--- src/rtl/hazard_pkg.sv ---
// Shared types and helpers for the hazard detection unit.
// Optional perf counters are enabled by HDU_PERF_CNT_EN.
package hazard_pkg;
    typedef enum logic [1:0] {RUN, MEM_WAIT, FLUSH} hdu_state_e;

    localparam logic [4:0] REG_ZERO         = 5'd0;
    localparam int         DEF_FLUSH_CYCLES = 1;
    localparam int         DEF_MEM_TIMEOUT  = 64;

    // Bits needed to hold values 0..n-1; never less than one bit.
    function automatic int hdu_w(input int n);
        return (n < 2) ? 1 : $clog2(n);
    endfunction
endpackage

--- src/rtl/hazard_detection_unit_if.sv ---
// Hazard controller bus: ID/EX/MEM status in, pipeline control out.
// Perf counter signals exist only with HDU_PERF_CNT_EN.
interface hazard_detection_unit_if
`ifdef HDU_PERF_CNT_EN
    #(parameter int CNT_W = 32)
`endif
    ;
    logic [4:0] rs1_ID;
    logic [4:0] rs2_ID;
    logic       NONE_RS1_ID;
    logic       NONE_RS2_ID;
    logic [4:0] EX_rd;
    logic       EX_mem_read;
    logic       WB_EX;
    logic       NONE_RD_EX;
    logic       branch_taken_EX;
    logic       mem_req_MEM;
    logic       mem_ack;
    logic       stall_pc_o;
    logic       stall_IF_ID_o;
    logic       bubble_ID_EX_o;
    logic       flush_IF_ID_o;
    logic       freeze_o;
    logic       err_mem_timeout_o;
`ifdef HDU_PERF_CNT_EN
    logic [CNT_W-1:0] cnt_load_use_o;
    logic [CNT_W-1:0] cnt_flush_o;
    logic [CNT_W-1:0] cnt_freeze_o;
`endif

    modport slave (
        input  rs1_ID, rs2_ID, NONE_RS1_ID, NONE_RS2_ID, EX_rd, EX_mem_read,
               WB_EX, NONE_RD_EX, branch_taken_EX, mem_req_MEM, mem_ack,
`ifdef HDU_PERF_CNT_EN
        output cnt_load_use_o, cnt_flush_o, cnt_freeze_o,
`endif
        output stall_pc_o, stall_IF_ID_o, bubble_ID_EX_o, flush_IF_ID_o,
               freeze_o, err_mem_timeout_o
    );

    modport master (
        output rs1_ID, rs2_ID, NONE_RS1_ID, NONE_RS2_ID, EX_rd, EX_mem_read,
               WB_EX, NONE_RD_EX, branch_taken_EX, mem_req_MEM, mem_ack,
`ifdef HDU_PERF_CNT_EN
        input  cnt_load_use_o, cnt_flush_o, cnt_freeze_o,
`endif
        input  stall_pc_o, stall_IF_ID_o, bubble_ID_EX_o, flush_IF_ID_o,
               freeze_o, err_mem_timeout_o
    );
endinterface

--- src/rtl/comparator_5bit.sv ---
// 5-bit equality comparator used for register-index matching.
module comparator_5bit (
    input  logic [4:0] a,
    input  logic [4:0] b,
    output logic       eq
);
    assign eq = (a == b);
endmodule

--- src/rtl/hazard_detection_unit.sv ---
// Load-use stall, memory freeze and branch flush control for the ID/EX boundary.
// HDU_PERF_CNT_EN adds cycle counters for load-use stalls, flushes and freezes.
module hazard_detection_unit
    import hazard_pkg::*;
#(
    parameter int FLUSH_CYCLES = DEF_FLUSH_CYCLES,
    parameter int MEM_TIMEOUT  = DEF_MEM_TIMEOUT
`ifdef HDU_PERF_CNT_EN
    ,
    parameter int CNT_W        = 32
`endif
) (
    input  logic                    clk_i,
    input  logic                    rst_ni,
    hazard_detection_unit_if.slave  hz
);
    localparam int WAIT_W  = hdu_w(MEM_TIMEOUT + 1);
    localparam int FLUSH_W = hdu_w(FLUSH_CYCLES);

    hdu_state_e         state, state_n;
    logic [WAIT_W-1:0]  wait_cnt, wait_n;
    logic [FLUSH_W-1:0] flush_cnt, flush_n;
    logic               err, err_n;

    logic eq_rs1, eq_rs2, load_use, mem_busy, frozen;
    logic stall_pc, stall_ifid, bubble, flush, freeze;

    comparator_5bit u_cmp_rs1 (.a(hz.EX_rd), .b(hz.rs1_ID), .eq(eq_rs1));
    comparator_5bit u_cmp_rs2 (.a(hz.EX_rd), .b(hz.rs2_ID), .eq(eq_rs2));

    assign load_use = hz.EX_mem_read & hz.WB_EX & ~hz.NONE_RD_EX & (hz.EX_rd != REG_ZERO) &
                      ((eq_rs1 & ~hz.NONE_RS1_ID) | (eq_rs2 & ~hz.NONE_RS2_ID));
    assign mem_busy = hz.mem_req_MEM & ~hz.mem_ack;
    // Once waiting on memory, only the ack releases the pipeline.
    assign frozen   = mem_busy | ((state == MEM_WAIT) & ~hz.mem_ack);

    always_comb begin
        state_n    = state;
        wait_n     = wait_cnt;
        flush_n    = flush_cnt;
        stall_pc   = 1'b0;
        stall_ifid = 1'b0;
        bubble     = 1'b0;
        flush      = 1'b0;
        freeze     = 1'b0;
        if (frozen) begin
            freeze = 1'b1;
            // A freeze during FLUSH stays in FLUSH with flush_cnt held.
            if (state != FLUSH) begin
                state_n = MEM_WAIT;
                wait_n  = (wait_cnt == WAIT_W'(MEM_TIMEOUT)) ? wait_cnt : wait_cnt + WAIT_W'(1);
            end
        end else begin
            wait_n = '0;
            if (hz.branch_taken_EX) begin
                flush   = 1'b1;
                bubble  = 1'b1;
                flush_n = FLUSH_W'(FLUSH_CYCLES - 1);
                state_n = (FLUSH_CYCLES > 1) ? FLUSH : RUN;
            end else if (state == FLUSH) begin
                flush   = 1'b1;
                flush_n = flush_cnt - FLUSH_W'(1);
                state_n = (flush_cnt <= FLUSH_W'(1)) ? RUN : FLUSH;
            end else begin
                state_n = RUN;
                if (load_use) begin
                    stall_pc   = 1'b1;
                    stall_ifid = 1'b1;
                    bubble     = 1'b1;
                end
            end
        end
        err_n = err | (wait_n == WAIT_W'(MEM_TIMEOUT));
    end

    always_ff @(posedge clk_i or negedge rst_ni) begin
        if (!rst_ni) begin
            state     <= RUN;
            wait_cnt  <= '0;
            flush_cnt <= '0;
            err       <= 1'b0;
        end else begin
            state     <= state_n;
            wait_cnt  <= wait_n;
            flush_cnt <= flush_n;
            err       <= err_n;
        end
    end

    // Gate with reset so every output drops the moment reset asserts.
    assign hz.stall_pc_o        = stall_pc & rst_ni;
    assign hz.stall_IF_ID_o     = stall_ifid & rst_ni;
    assign hz.bubble_ID_EX_o    = bubble & rst_ni;
    assign hz.flush_IF_ID_o     = flush & rst_ni;
    assign hz.freeze_o          = freeze & rst_ni;
    assign hz.err_mem_timeout_o = err;

`ifdef HDU_PERF_CNT_EN
    logic [CNT_W-1:0] cnt_lu, cnt_fl, cnt_fz;

    always_ff @(posedge clk_i or negedge rst_ni) begin
        if (!rst_ni) begin
            cnt_lu <= '0;
            cnt_fl <= '0;
            cnt_fz <= '0;
        end else begin
            cnt_lu <= cnt_lu + CNT_W'(stall_pc);
            cnt_fl <= cnt_fl + CNT_W'(flush);
            cnt_fz <= cnt_fz + CNT_W'(freeze);
        end
    end

    assign hz.cnt_load_use_o = cnt_lu;
    assign hz.cnt_flush_o    = cnt_fl;
    assign hz.cnt_freeze_o   = cnt_fz;
`endif
endmodule

--- src/flat_wrapper.sv ---
// flat-port wrapper written by rule: the top's interface ports become plain ports
module hazard_detection_unit_flat import hazard_pkg::*;
#(
    parameter int FLUSH_CYCLES = DEF_FLUSH_CYCLES,
    parameter int MEM_TIMEOUT  = DEF_MEM_TIMEOUT

)
  (clk_i, rst_ni, hz_rs1_ID, hz_rs2_ID, hz_NONE_RS1_ID, hz_NONE_RS2_ID, hz_EX_rd, hz_EX_mem_read, hz_WB_EX, hz_NONE_RD_EX, hz_branch_taken_EX, hz_mem_req_MEM, hz_mem_ack, hz_stall_pc_o, hz_stall_IF_ID_o, hz_bubble_ID_EX_o, hz_flush_IF_ID_o, hz_freeze_o, hz_err_mem_timeout_o);
  hazard_detection_unit_if hz_i ();
  input  logic clk_i;
  input  logic rst_ni;
  input wire logic [$bits(hz_i.rs1_ID)-1:0] hz_rs1_ID;
  input wire logic [$bits(hz_i.rs2_ID)-1:0] hz_rs2_ID;
  input wire logic [$bits(hz_i.NONE_RS1_ID)-1:0] hz_NONE_RS1_ID;
  input wire logic [$bits(hz_i.NONE_RS2_ID)-1:0] hz_NONE_RS2_ID;
  input wire logic [$bits(hz_i.EX_rd)-1:0] hz_EX_rd;
  input wire logic [$bits(hz_i.EX_mem_read)-1:0] hz_EX_mem_read;
  input wire logic [$bits(hz_i.WB_EX)-1:0] hz_WB_EX;
  input wire logic [$bits(hz_i.NONE_RD_EX)-1:0] hz_NONE_RD_EX;
  input wire logic [$bits(hz_i.branch_taken_EX)-1:0] hz_branch_taken_EX;
  input wire logic [$bits(hz_i.mem_req_MEM)-1:0] hz_mem_req_MEM;
  input wire logic [$bits(hz_i.mem_ack)-1:0] hz_mem_ack;
  output wire logic [$bits(hz_i.stall_pc_o)-1:0] hz_stall_pc_o;
  output wire logic [$bits(hz_i.stall_IF_ID_o)-1:0] hz_stall_IF_ID_o;
  output wire logic [$bits(hz_i.bubble_ID_EX_o)-1:0] hz_bubble_ID_EX_o;
  output wire logic [$bits(hz_i.flush_IF_ID_o)-1:0] hz_flush_IF_ID_o;
  output wire logic [$bits(hz_i.freeze_o)-1:0] hz_freeze_o;
  output wire logic [$bits(hz_i.err_mem_timeout_o)-1:0] hz_err_mem_timeout_o;
  assign hz_i.rs1_ID = hz_rs1_ID;
  assign hz_i.rs2_ID = hz_rs2_ID;
  assign hz_i.NONE_RS1_ID = hz_NONE_RS1_ID;
  assign hz_i.NONE_RS2_ID = hz_NONE_RS2_ID;
  assign hz_i.EX_rd = hz_EX_rd;
  assign hz_i.EX_mem_read = hz_EX_mem_read;
  assign hz_i.WB_EX = hz_WB_EX;
  assign hz_i.NONE_RD_EX = hz_NONE_RD_EX;
  assign hz_i.branch_taken_EX = hz_branch_taken_EX;
  assign hz_i.mem_req_MEM = hz_mem_req_MEM;
  assign hz_i.mem_ack = hz_mem_ack;
  assign hz_stall_pc_o = hz_i.stall_pc_o;
  assign hz_stall_IF_ID_o = hz_i.stall_IF_ID_o;
  assign hz_bubble_ID_EX_o = hz_i.bubble_ID_EX_o;
  assign hz_flush_IF_ID_o = hz_i.flush_IF_ID_o;
  assign hz_freeze_o = hz_i.freeze_o;
  assign hz_err_mem_timeout_o = hz_i.err_mem_timeout_o;
  hazard_detection_unit #(.FLUSH_CYCLES(FLUSH_CYCLES), .MEM_TIMEOUT(MEM_TIMEOUT)) u_core (.clk_i(clk_i), .rst_ni(rst_ni), .hz(hz_i));
endmodule
--- config.mk ---
export PLATFORM = sky130hd
export DESIGN_NAME = hazard_detection_unit_flat
export DESIGN_NICKNAME = d
export VERILOG_FILES = /design/src/rtl/hazard_pkg.sv /design/src/rtl/hazard_detection_unit_if.sv /design/src/rtl/comparator_5bit.sv /design/src/rtl/hazard_detection_unit.sv /design/src/flat_wrapper.sv
export SDC_FILE = /design/constraint.sdc
export NUM_CORES = 1
export LEC_CHECK = 0
export ABC_AREA = 1
export CORE_MARGIN = 8
export CORE_UTILIZATION = 44
export CTS_BUF_LIST = sky130_fd_sc_hd__clkbuf_4 sky130_fd_sc_hd__clkbuf_8 sky130_fd_sc_hd__clkbuf_16
export DETAILED_ROUTE_END_ITERATION = 7
export GPL_TIMING_DRIVEN = 0
export PLACE_DENSITY = 0.94
export SLEW_MARGIN = 20
export SYNTH_ARGS = -nofsm -noshare
export SYNTH_HDL_FRONTEND = slang
export SYNTH_SLANG_ARGS = --single-unit
--- constraint.sdc ---
create_clock -name clk_i -period 2.9 [get_ports clk_i]
set_input_delay 0.725 -clock clk_i [delete_from_list [all_inputs] [get_ports clk_i]]
set_output_delay 0.725 -clock clk_i [all_outputs]
set_load 0.01 [all_outputs]
; Word level (Yosys, flattened, before mapping)
; Cells that the tools add are included.
[classes]
n_addsub = 2
order_cmp = 1
eq_ne = 8
mux = 20
bitwise_logic = 20
reduce_logical = 3
[ops]
columns = operator, n
row1 = two-way mux 7 bit, 3
row2 = "== test 7 bit, second input constant", 2
row3 = bitwise AND 1 bit, 12
row4 = two-way mux 1 bit, 12
row5 = == test 5 bit, 2
row6 = two-way mux 2 bit, 5
row7 = "adder 7 x 1 -> 7 bit, second input constant", 1
row8 = inverter 1 bit, 5
row9 = nonzero test 5 bit, 1
row10 = "!= test 2 bit, second input constant", 2
row11 = OR 1 bit, 3
row12 = "== test 2 x 1 -> 1 bit, second input constant", 1
row13 = "== test 2 bit, second input constant", 1
row14 = AND reduction 2 bit, 1
row15 = nonzero test 2 bit, 1
row16 = "<= comparator 1 bit, second input constant", 1
row17 = "subtractor 1 bit, second input constant", 1
[word_totals]
register_bits = 11
in_bits = 25
output_inout_bits = 6
elab_cells = 58

; Depth between registers and ports, before layout
[depth]
word_depth = 9
mapped_depth = 11
mapped_depth_nobuf = 11

; Cells and area by module
; Synthesis repeated with hierarchy kept, for this count alone.
[hier_totals]
hier_cells = 109
hier_area_um2 = 732.0
[by_module_without_submodules]
columns = mod, instances, cells_each, area_per_inst_um2, seq_area_each_um2
row1 = hazard_detection_unit, 1, 77, 579.3, 225.2
row2 = comparator_5bit, 2, 16, 76.3, 0.0

; Worst setup path after synthesis
; Ideal clock, no wire load.
[synth_timing]
path_type = in2out
startpoint = input port hz_mem_req_MEM
endpoint = output port hz_stall_pc_o
t_arrival_ns = 1.649
required_ns = 2.175
path_slack_ns = 0.526
stages = 8
path_buffers = 1
path_cell_list = nor2_1 -> nor2_2 -> inv_2 -> nand2_1 -> nor3_1 -> nand2_1 -> nor2_1 -> buf_4
[synth_via]
elab_chain_len = 4
[synth_lines]
columns = item, line_no
row1 = from (decl), flat_wrapper.sv:21  ; input wire logic [$bits(hz_i.mem_req_MEM)-1:0] hz_mem_req_MEM;
row2 = bitwise AND 1 bit, hazard_detection_unit.sv:33  ; assign mem_busy = hz.mem_req_MEM & ~hz.mem_ack;
row3 = OR 1 bit, hazard_detection_unit.sv:35  ; assign frozen = mem_busy | ((state == MEM_WAIT) & ~hz.mem_ack);
row4 = two-way mux 1 bit, n/a
row5 = bitwise AND 1 bit, n/a
row6 = to (decl), flat_wrapper.sv:23  ; output wire logic [$bits(hz_i.stall_pc_o)-1:0] hz_stall_pc_o;
; No other way between the ends.

; Worst setup path after layout
[layout_timing]
startpoint = input port hz_EX_rd[1]
endpoint = output port hz_bubble_ID_EX_o
[layout_via]
elab_chain_len = 9
word_cells_on_any_way = 13
classes_between = eq/ne (2) / mux (4) / bitwise (6) / reduce/logical (1)
[layout_lines]
columns = item, line_no
row1 = from (decl), flat_wrapper.sv:16  ; input wire logic [$bits(hz_i.EX_rd)-1:0] hz_EX_rd;
row2 = == test 5 bit, comparator_5bit.sv:7  ; assign eq = (a == b);
row3 = bitwise AND 1 bit, hazard_detection_unit.sv:32  ; ((eq_rs1 & ~hz.NONE_RS1_ID) | (eq_rs2 & ~hz.NONE_RS2_ID));
row4 = OR 1 bit, hazard_detection_unit.sv:32
row5 = bitwise AND 1 bit (*), hazard_detection_unit.sv:31  ; assign load_use = hz.EX_mem_read & hz.WB_EX & ~hz.NONE_RD_EX & (hz.EX_rd != REG_ZERO) &
row6 = two-way mux 1 bit (*), hazard_detection_unit.sv:66  ; if (load_use) begin
row7 = two-way mux 1 bit (*), hazard_detection_unit.sv:60  ; end else if (state == FLUSH) begin
row8 = two-way mux 1 bit (*), hazard_detection_unit.sv:55  ; if (hz.branch_taken_EX) begin
row9 = two-way mux 1 bit (*), hazard_detection_unit.sv:46  ; if (frozen) begin
row10 = bitwise AND 1 bit (*), hazard_detection_unit.sv:93  ; assign hz.bubble_ID_EX_o = bubble & rst_ni;
row11 = to (decl), flat_wrapper.sv:25  ; output wire logic [$bits(hz_i.bubble_ID_EX_o)-1:0] hz_bubble_ID_EX_o;
; Mark *: on every way between the ends. The rest lies on a longest branch, timed or not.

==> metrics.txt <==
outcome=finished, final reports clean; post-synthesis cell count=113; Critical Path Most Common Cell=sky130_fd_sc_hd__nand2_1; Post-Route Utilization=73.32%; switching power share of the total=27.68%; number of enable-type register cells in the synthesized netlist=0; path depth of the worst reg2reg path=11; share of the yosys chip area belonging to registers=31.30%; CTS Buf Count=3; die width=56.44 um; critical path endpoint category=output port; library cell with the largest summed area after synthesis=sky130_fd_sc_hd__dfrtp_1; number of global-route vias before repair=865; Chip Height=56.44 um; data required time of the critical path=2170 ps; total DRC errors in the routed layout=0; cell with the most instances after synthesis=sky130_fd_sc_hd__nand2_1; startpoint of the most critical register-to-register path=u_core.wait_cnt[0]; Post-Syn Nets=140; Filler cells=102; Post-synth ARST share=100.0%; Starting Density=47.21%; Switch Pwr=0.09104 mW; arrival time of the worst setup path=2080 ps; kind of critical path=input pin to output port; Setup violations, final=0; count of nets left with antenna violations after detail routing=0; area of the core region=1524 um^2; Overall Power=0.3288 mW; synthesized area=719.4 um^2; total wirelength of the detailed-routed design=2536 um; latest clock arrival within the worst-skew pair=260 ps; fraction of power consumed by sequential logic=40.3%; largest voltage drop on the vdd net=0.4001 mV; number of antenna violations at the first check in global routing=0; biggest fanout along the worst timing path=5; detailed-route via count=864; Final nets=177; start point of the critical path=hz_EX_rd[1]; Max Freq=356.1 MHz; final estimated routing congestion in global placement=0.8684; routing usage on met3=1.798%; number of design-rule violations left by the first detailed-router iteration=41; family with the most delay on the worst path=buffers and inverters; post-route setup slack=91.78 ps; crit path launch type=input pin; internal portion of total power=0.2378 mW; clk root buf=sky130_fd_sc_hd__clkbuf_4; detailed-router iteration count before antenna repair=4; worst-margin pin slew=503.4 ps; leading register cell type out of synthesis=sky130_fd_sc_hd__dfrtp_1; Avg Synthesized Cell Area=6.367 um^2; met1 GRT Util=16.86%; combinational share of power=26.9%; Levels on crit path=10; worst slew margin relative to its limit=66.44%; clock tree skew after final layout=6.051 ps; Seq cells post-synth=9; Syn-to-layout area delta=55.30%; delay of the slowest cell on the worst path=470 ps; row cnt=14; number of vias per cell=5.236; layer carrying the most global-route usage=met2; number of max-capacitance violations reported=0; Hold Path Cell Cnt=2; DP Worst Slack=-584.2 ps; largest net degree at the start of global routing=13; met2 Track Usage GR=26.18%; fraction of layout instances using a drive strength above 1=14.77%; relative contribution of the clock network to total power=32.8%; fraction of the cycle the final worst path needs=96.84%; clock slew at reported path FFs=60 ps; synth cell count leaders=sky130_fd_sc_hd__nand2_1, sky130_fd_sc_hd__inv_1, sky130_fd_sc_hd__nor2_1, sky130_fd_sc_hd__nand3_1, sky130_fd_sc_hd__dfrtp_1; combined global-route utilization of all metal layers=14.81%; number of pins exceeding their max-slew limit in the final report=0; diode insertion count for antenna repair=0; power density cells=294.3 nW/um^2; maximum level of the CTS H-tree=1; cell with the largest stage delay on the worst path=sky130_fd_sc_hd__clkdlybuf4s50_1; grt total ovfl=0; area fraction of the dominant cell type after synthesis=31.30%; global-route wire length before repair=3912 um; Pleak=0.6114 nW; routed length per instance=15.37 um; TritonCTS clock tree=built; startpoint of the most critical hold path=u_core.hz.err_mem_timeout_o; PortBufs=30; worst reg-to-reg setup slack=1390 ps; YS warnings=0; endpoints failing hold=0; number of buffers between clock root and the deepest sink=2; number of distinct library cells after synthesis=20; cell breakdown of the critical path=clkdlybuf4s50_1 -> inv_2 -> nand2_1 -> nand2_1 -> nor3_2 -> nand3_1 -> nand2_1 -> nand2_2 -> nand2_1 -> clkdlybuf4s15_1; Crit path buffers/inverters=3; Synth area leaders=sky130_fd_sc_hd__dfrtp_1, sky130_fd_sc_hd__nand2_1, sky130_fd_sc_hd__inv_1; Die Outline Area=3185 um^2; HPWL Detailed=1838 um; hold_buf cts=0; number of sinks handled by clock tree synthesis=9; IO Pins=31; fin crit period=2808 ps; min-delay worst type=register to register
path summary, 6_finish.rpt:
kind / endpoint
worst min register to register: u_core.hz.err_mem_timeout_o
worst max-delay path: hz_bubble_ID_EX_o
worst min-delay path: u_core.hz.err_mem_timeout_o
max in group asynchronous: u_core.wait_cnt[3]
worst max register to register: u_core.hz.err_mem_timeout_o
min in group asynchronous: u_core.wait_cnt[2]
sequential cells by signal, indices dropped and copies added, names as in the netlist:
signal / count
u_core.hz.err_mem_timeout_o: 1
u_core.wait_cnt: 7
u_core.state: 1
what timing repair did:
item,4_1_cts,5_1_grt
pin swaps,7,5
buffers inserted,2,0
resized for setup,19,5
setup endpoints to repair,5,4
worst min-delay path: cells and delay by family, from the launching register on:
family,cells,cell delay (ps)
buffers and inverters,1,40
and+or+nand+nor,1,50
DFF,1,350
layout make-up:
class / count / area, um^2 / share of cell area [%]
Tap cell: 16 / 20.02 / 1.792
Clock buffer: 4 / 30.03 / 2.688
Buffer: 1 / 7.507 / 0.6719
Timing Repair Buffer: 32 / 309.0 / 27.66
Inverter: 24 / 90.09 / 8.063
Sequential cell: 9 / 225.2 / 20.16
Multi-Input combinational cell: 79 / 435.4 / 38.97
placed cells by master (no fill, tap or decap), types with 3 or more instances in the layout:
master / netlist / final
sky130_fd_sc_hd__dfrtp_1: 9 / 9
sky130_fd_sc_hd__clkdlybuf4s50_1: 0 / 22
sky130_fd_sc_hd__nor2_1: 14 / 12
sky130_fd_sc_hd__nand3_1: 11 / 11
sky130_fd_sc_hd__xor2_1: 5 / 5
sky130_fd_sc_hd__nand4_1: 3 / 3
sky130_fd_sc_hd__nand2_1: 30 / 29
sky130_fd_sc_hd__clkbuf_4: 0 / 4
sky130_fd_sc_hd__inv_1: 23 / 22
sky130_fd_sc_hd__buf_4: 1 / 3
sky130_fd_sc_hd__dlygate4sd2_1: 0 / 4
sky130_fd_sc_hd__nor3_2: 0 / 3
metrics by stage:
step | std cells | setup TNS [ps] | instance area, um^2 | hold WS (ps)
6_report | 165 | 0 | 1117 | 471.6
5_1_grt | 165 | -69.47 | 1117 | 477.9
4_1_cts | 165 | 0 | 1097 | 472.7
3_5_place_dp | 159 | -1734 | 1040 | 458.3
3_3_place_gp | 159 | -1354 | 1040 | 447.0
2_1_floorplan | 113 | 0 | 719.4 | 429.4
power groups by stage:
stage	registers [mW]	clock network, mW	logic [mW]
floorplan	0.133	0	0.0307
CTS	0.132	0.108	0.0842
detailed placement	0.134	0	0.0804
global placement	0.134	0	0.0772
finish	0.133	0.108	0.0884
global route	0.133	0.115	0.0948
cell families after synthesis:
group | share of synthesized area [%]
and+or+nand+nor | 40.35
DFF | 31.30
buffers and inverters | 13.56
AOI/OAI and AO/OA | 5.218
adders and majority gates | 3.478
xor gates and xnor gates | 6.087
per-layer routing:
metal	vias up	wire [um]
met5	-	0
met4	0	92
met3	10	126
met2	43	1332
met1	392	985
li1	419	-
Note: power is estimated with default switching activity, not from simulation.
